File: config.mk
export PLATFORM = sky130hd
export DESIGN_NAME = alu_cmd_sequencer
export DESIGN_NICKNAME = d
export VERILOG_FILES = /design/src/rtl/alu_seq_pkg.sv /design/src/rtl/alu_cmd_sequencer.sv
export SDC_FILE = /design/constraint.sdc
export NUM_CORES = 1
export LEC_CHECK = 0
export ABC_AREA = 1
export BUFFER_PORTS_ARGS = -buffer_cell sky130_fd_sc_hd__buf_2
export CAP_MARGIN = 20
export CELL_PAD_IN_SITES_DETAIL_PLACEMENT = 0
export CELL_PAD_IN_SITES_GLOBAL_PLACEMENT = 2
export CORE_MARGIN = 8
export CORE_UTILIZATION = 29
export DETAILED_ROUTE_END_ITERATION = 7
export GPL_TIMING_DRIVEN = 0
export PLACE_DENSITY = 0.83
export SLEW_MARGIN = 10
export SYNTH_ARGS = -nofsm -noshare
export SYNTH_HDL_FRONTEND = slang
export SYNTH_SLANG_ARGS = --single-unit
export TNS_END_PERCENT = 30
File: constraint.sdc
create_clock -name clk -period 5.01 [get_ports clk]
set_input_delay 1.002 -clock clk [delete_from_list [all_inputs] [get_ports clk]]
set_output_delay 1.002 -clock clk [all_outputs]
set_load 0.02 [all_outputs]
File: src/rtl/alu_seq_pkg.sv
// Shared types and widths for the ALU command sequencer.
// State encoding and the opcode that terminates a sweep live here.
package alu_seq_pkg;

    localparam int OPC_W = 3;
    localparam int DATA_W = 8;
    localparam int RES_W = 16;
    localparam logic [OPC_W-1:0] OPC_LAST = 3'd7;

    typedef enum logic [1:0] {
        ST_IDLE  = 2'd0,
        ST_DRIVE = 2'd1,
        ST_HOLD  = 2'd2
    } state_e;

endpackage

File: src/rtl/alu_cmd_sequencer.sv
// Command front end for ALU_8bit: registers operands onto the ALU, waits a settle
// interval, captures Result/flags and hands them back over a valid/ready channel.
module alu_cmd_sequencer
    import alu_seq_pkg::*;
#(
    parameter int SETTLE_CYCLES = 1
) (
    input  logic              clk,
    input  logic              rst,
    input  logic              cmd_valid,
    output logic              cmd_ready,
    input  logic [OPC_W-1:0]  cmd_opcode,
    input  logic [DATA_W-1:0] cmd_op1,
    input  logic [DATA_W-1:0] cmd_op2,
    input  logic              cmd_chain,
    input  logic              cmd_sweep,
    output logic [OPC_W-1:0]  alu_opcode,
    output logic [DATA_W-1:0] alu_op1,
    output logic [DATA_W-1:0] alu_op2,
    input  logic [RES_W-1:0]  alu_result,
    input  logic              alu_flagC,
    input  logic              alu_flagZ,
    output logic              rsp_valid,
    input  logic              rsp_ready,
    output logic [RES_W-1:0]  rsp_result,
    output logic              rsp_flagC,
    output logic              rsp_flagZ,
    output logic [OPC_W-1:0]  rsp_opcode,
    output logic              rsp_last,
    output logic [7:0]        rsp_count
);

    // Both channels: a transfer happens on a rising edge where valid and ready are both high.
    localparam logic [3:0] SETTLE_LAST = 4'(SETTLE_CYCLES - 1);

    state_e            state_q, state_d;
    logic [3:0]        cnt_q, cnt_d;
    logic              sweep_q, sweep_d;
    logic              chain_q, chain_d;
    logic [DATA_W-1:0] last_result_q, last_result_d;
    logic [OPC_W-1:0]  alu_opcode_q, alu_opcode_d;
    logic [DATA_W-1:0] alu_op1_q, alu_op1_d;
    logic [DATA_W-1:0] alu_op2_q, alu_op2_d;
    logic              rsp_valid_q, rsp_valid_d;
    logic [RES_W-1:0]  rsp_result_q, rsp_result_d;
    logic              rsp_flagc_q, rsp_flagc_d;
    logic              rsp_flagz_q, rsp_flagz_d;
    logic [OPC_W-1:0]  rsp_opcode_q, rsp_opcode_d;
    logic              rsp_last_q, rsp_last_d;
    logic [7:0]        rsp_count_q, rsp_count_d;

    always_comb begin
        state_d       = state_q;
        cnt_d         = cnt_q;
        sweep_d       = sweep_q;
        chain_d       = chain_q;
        last_result_d = last_result_q;
        alu_opcode_d  = alu_opcode_q;
        alu_op1_d     = alu_op1_q;
        alu_op2_d     = alu_op2_q;
        rsp_valid_d   = rsp_valid_q;
        rsp_result_d  = rsp_result_q;
        rsp_flagc_d   = rsp_flagc_q;
        rsp_flagz_d   = rsp_flagz_q;
        rsp_opcode_d  = rsp_opcode_q;
        rsp_last_d    = rsp_last_q;
        rsp_count_d   = rsp_count_q;

        case (state_q)
            ST_IDLE: begin
                if (cmd_valid) begin
                    alu_opcode_d = cmd_sweep ? '0 : cmd_opcode;
                    alu_op1_d    = cmd_chain ? last_result_q : cmd_op1;
                    alu_op2_d    = cmd_op2;
                    sweep_d      = cmd_sweep;
                    chain_d      = cmd_chain;
                    cnt_d        = '0;
                    state_d      = ST_DRIVE;
                end
            end
            ST_DRIVE: begin
                if (cnt_q == SETTLE_LAST) begin
                    rsp_result_d  = alu_result;
                    rsp_flagc_d   = alu_flagC;
                    rsp_flagz_d   = alu_flagZ;
                    rsp_opcode_d  = alu_opcode_q;
                    rsp_last_d    = !sweep_q || (alu_opcode_q == OPC_LAST);
                    last_result_d = alu_result[DATA_W-1:0];
                    rsp_valid_d   = 1'b1;
                    cnt_d         = '0;
                    state_d       = ST_HOLD;
                end else begin
                    cnt_d = cnt_q + 4'd1;
                end
            end
            ST_HOLD: begin
                if (rsp_ready) begin
                    rsp_valid_d = 1'b0;
                    rsp_count_d = rsp_count_q + 8'd1;
                    // Returning to IDLE costs a cycle, so no command can slip in on this edge.
                    if (rsp_last_q) begin
                        state_d = ST_IDLE;
                    end else begin
                        alu_opcode_d = alu_opcode_q + 3'd1;
                        alu_op1_d    = chain_q ? last_result_q : alu_op1_q;
                        cnt_d        = '0;
                        state_d      = ST_DRIVE;
                    end
                end
            end
            default: begin
                state_d = ST_IDLE;
            end
        endcase
    end

    always_ff @(posedge clk or posedge rst) begin
        if (rst) begin
            state_q       <= ST_IDLE;
            cnt_q         <= '0;
            sweep_q       <= 1'b0;
            chain_q       <= 1'b0;
            last_result_q <= '0;
            alu_opcode_q  <= '0;
            alu_op1_q     <= '0;
            alu_op2_q     <= '0;
            rsp_valid_q   <= 1'b0;
            rsp_result_q  <= '0;
            rsp_flagc_q   <= 1'b0;
            rsp_flagz_q   <= 1'b0;
            rsp_opcode_q  <= '0;
            rsp_last_q    <= 1'b0;
            rsp_count_q   <= '0;
        end else begin
            state_q       <= state_d;
            cnt_q         <= cnt_d;
            sweep_q       <= sweep_d;
            chain_q       <= chain_d;
            last_result_q <= last_result_d;
            alu_opcode_q  <= alu_opcode_d;
            alu_op1_q     <= alu_op1_d;
            alu_op2_q     <= alu_op2_d;
            rsp_valid_q   <= rsp_valid_d;
            rsp_result_q  <= rsp_result_d;
            rsp_flagc_q   <= rsp_flagc_d;
            rsp_flagz_q   <= rsp_flagz_d;
            rsp_opcode_q  <= rsp_opcode_d;
            rsp_last_q    <= rsp_last_d;
            rsp_count_q   <= rsp_count_d;
        end
    end

    assign cmd_ready  = (state_q == ST_IDLE);
    assign alu_opcode = alu_opcode_q;
    assign alu_op1    = alu_op1_q;
    assign alu_op2    = alu_op2_q;
    assign rsp_valid  = rsp_valid_q;
    assign rsp_result = rsp_result_q;
    assign rsp_flagC  = rsp_flagc_q;
    assign rsp_flagZ  = rsp_flagz_q;
    assign rsp_opcode = rsp_opcode_q;
    assign rsp_last   = rsp_last_q;
    assign rsp_count  = rsp_count_q;

endmodule

==> impl_metrics.tcl <==
set metrics [dict create \
    netlist_instances 330 \
    cts_root_buffer "clkbuf_8" \
    start_util 0.293 \
    power_density_nw_per_um2 673 \
    drc 0 \
    seq_area_frac_synth 0.546 \
    power.leakage_uw 0.00198 \
    cts_sinks 58 \
    crit_path_max_incr_delay_ps 360 \
    setup-violations-final 0 \
    cts_tree "yes" \
    core.rowCount 35 \
    max_freq_ghz 0.426 \
    coreArea_sq_um 9060 \
    pin_count 94 \
    worst_path_most_repeated_cell "buf_4" \
    critPathCaptureType "output pin" \
    viasPerCell 4.39 \
    grt_usage 0.125 \
    grt_antenna_before_repair 0 \
    portBuffers 92 \
    area_growth_pct 30.0 \
    gp_congestion 0.729 \
    worstSetupStartpointType "register" \
    fin_crit_sh 0.468 \
    postCtsResizedCells 0 \
    status "completed" \
    min_path_type "reg -> reg" \
    synth_nets 378 \
    tightestPinTransition_ps 735 \
    n_antenna_cell 0 \
    synth.distinct_cells 19 \
    fin_total_pwr_uw 2320 \
    critPathBufInv 3 \
    ir_drop_uv 237 \
    htreeDepth 3 \
    drtAntennaViolNets 0 \
    clock_path_buffers 2 \
    maxCapViolCount 0 \
    cp.arrival_ps 1340 \
    instances_no_fill 549 \
    final_cell_mix "nand2_1, buf_2, dfrtp_1" \
    report.final.slew_viol_count 0 \
    dp_cells 533 \
    die-area_sq_um 12500 \
    rsz0062_at_grt "false" \
    grt_start_max_net_pins 59 \
    wl_um 7300 \
    final_layout_size_suffix_gt1_frac 0.288 \
    yosysWarnings 0 \
    synth.cell_area_sq_um 2660 \
    fin_nets 481 \
    hold_viol 0 \
    clk_latency_ps 340 \
    grt-ovfl-total 0 \
    cts_buffers 9 \
    vias 2412 \
    die_w_um 112 \
    drt-pass1-iter-count 4 \
    crit_type "reg -> out" \
    drtIter0Drc 92 \
    finalCriticalPeriod_ps 2350 \
    crit_slowest_cell "dfrtp_1" \
    finClkSkew_ps 10.4 \
    cp_data_required_time_ps 4010 \
    post-route-util 0.381 \
    grt_pass1_wl_um 12600 \
    ys_seq_elements 58 \
    die_h_um 112 \
    crit_fanout 10 \
    cp_cell_sequence "buf_4 > nor2_1 > buf_4 > buf_2" \
    grt_pass1_vias 2590 \
    final_common_cell "nand2_1" \
    avgSynthCellArea_sq_um 8.05 \
    clk_pin_slew_ps 70 \
    path_delay_family "buffers and inverters" \
    relSlewSlack 0.510 \
    holdBufCountCts 0 \
    fin_setup_tns_ps 0 \
    post_cts_buffers 0 \
    dp_hpwl_um 5510 \
    routedWlPerCell_um 13.3 \
]
-- tightest hold or removal path: cells and delay by family (launching register included) --
family,cells,cell delay [ps]
flops,1,340
simple gates,2,100
-- final timing paths --
path | startpoint | endpoint | slack [ps] | cells past startpoint
min | alu_op2[1]$_DFFE_PP0P_ | alu_op2[1]$_DFFE_PP0P_ | 470 | 2
min in group asynchronous | rst | alu_op2[2]$_DFFE_PP0P_ | 800 | 2
max reg2reg | cnt_q[0]$_DFFE_PP0P_ | rsp_result[11]$_DFFE_PP0P_ | 3420 | 8
min reg2reg | alu_op2[1]$_DFFE_PP0P_ | alu_op2[1]$_DFFE_PP0P_ | 470 | 2
max | state_q[1]$_DFFE_PP0P_ | cmd_ready | 2660 | 4
max in group asynchronous | rst | last_result_q[6]$_DFFE_PP0P_ | 3720 | 2
-- synth_stat cells (all sizes together) --
| library cell | instances | area (sq um) |
|---|---|---|
| clkinv | 1 | 3.75 |
| dfrtp | 58 | 1450 |
| buf | 10 | 55.1 |
| xor2 | 3 | 26.3 |
| a21oi | 2 | 10.0 |
| xnor2 | 2 | 17.5 |
| inv | 23 | 86.3 |
| nand2 | 160 | 601 |
| nand4 | 2 | 12.5 |
| nor2 | 10 | 55.1 |
| o21ai | 14 | 70.1 |
| nand3 | 40 | 205 |
| ha | 5 | 62.6 |
-- stage by stage --
step | hold WS [ps] | area, sq um | setup WS, ps
floorplan | 459 | 2660 | 2580
global placement | 448 | 3260 | 1720
detailed placement | 457 | 3260 | 2910
CTS | 474 | 3450 | 2640
global route | 494 | 3450 | 2560
finish | 469 | 3450 | 2660
-- flip-flops by register name, summed over array words and instances (netlist names) --
name	cells
rsp_flagC	1
rsp_count	8
rsp_result	9
sweep_q	1
rsp_valid	1
alu_op1	8
rsp_opcode	3
chain_q	1
alu_opcode	3
last_result_q	7
state_q	2
rsp_flagZ	1
cnt_q	4
alu_op2	8
rsp_last	1
-- cell families after synthesis --
kind of cell | after synthesis | share of synthesized area
adders and majority gates | 5 | 0.0236
buffers and inverters | 34 | 0.0546
AOI/OAI and AO/OA | 16 | 0.0301
and+or+nand+nor | 212 | 0.329
DFF | 58 | 0.546
xor gates and xnor gates | 5 | 0.0165
-- where the power goes --
part	leakage, uW	internal [uW]	switching [uW]
clock network	0.0000925	230	200
registers	0.000732	667	137
logic	0.00115	349	740
total	0.00198	1250	1080
-- cell type report --
class                   instances  area [sq um]
plain buffers                  10          55.1
clock buffers                  10           128
clock inverters                 6          67.6
fillers                       981          5610
inverters                      24          92.6
multi-input cells             238          1060
flip-flops and latches         58          1450
well taps                     111           139
repair buffers                 92           460
-- layer usage --
metal | vias up | wire, um | GRT usage | part of all wire
met1 | 1087 | 3320 | 0.150 | 0.45
met2 | 80 | 3060 | 0.183 | 0.42
met4 | 0 | 93 | 0.0465 | 0.013
li1 | 1237 | - | - | -
met3 | 8 | 835 | 0.0682 | 0.11
met5 | - | 0 | 0 | 0
Note: power is estimated with default switching activity, not from simulation.
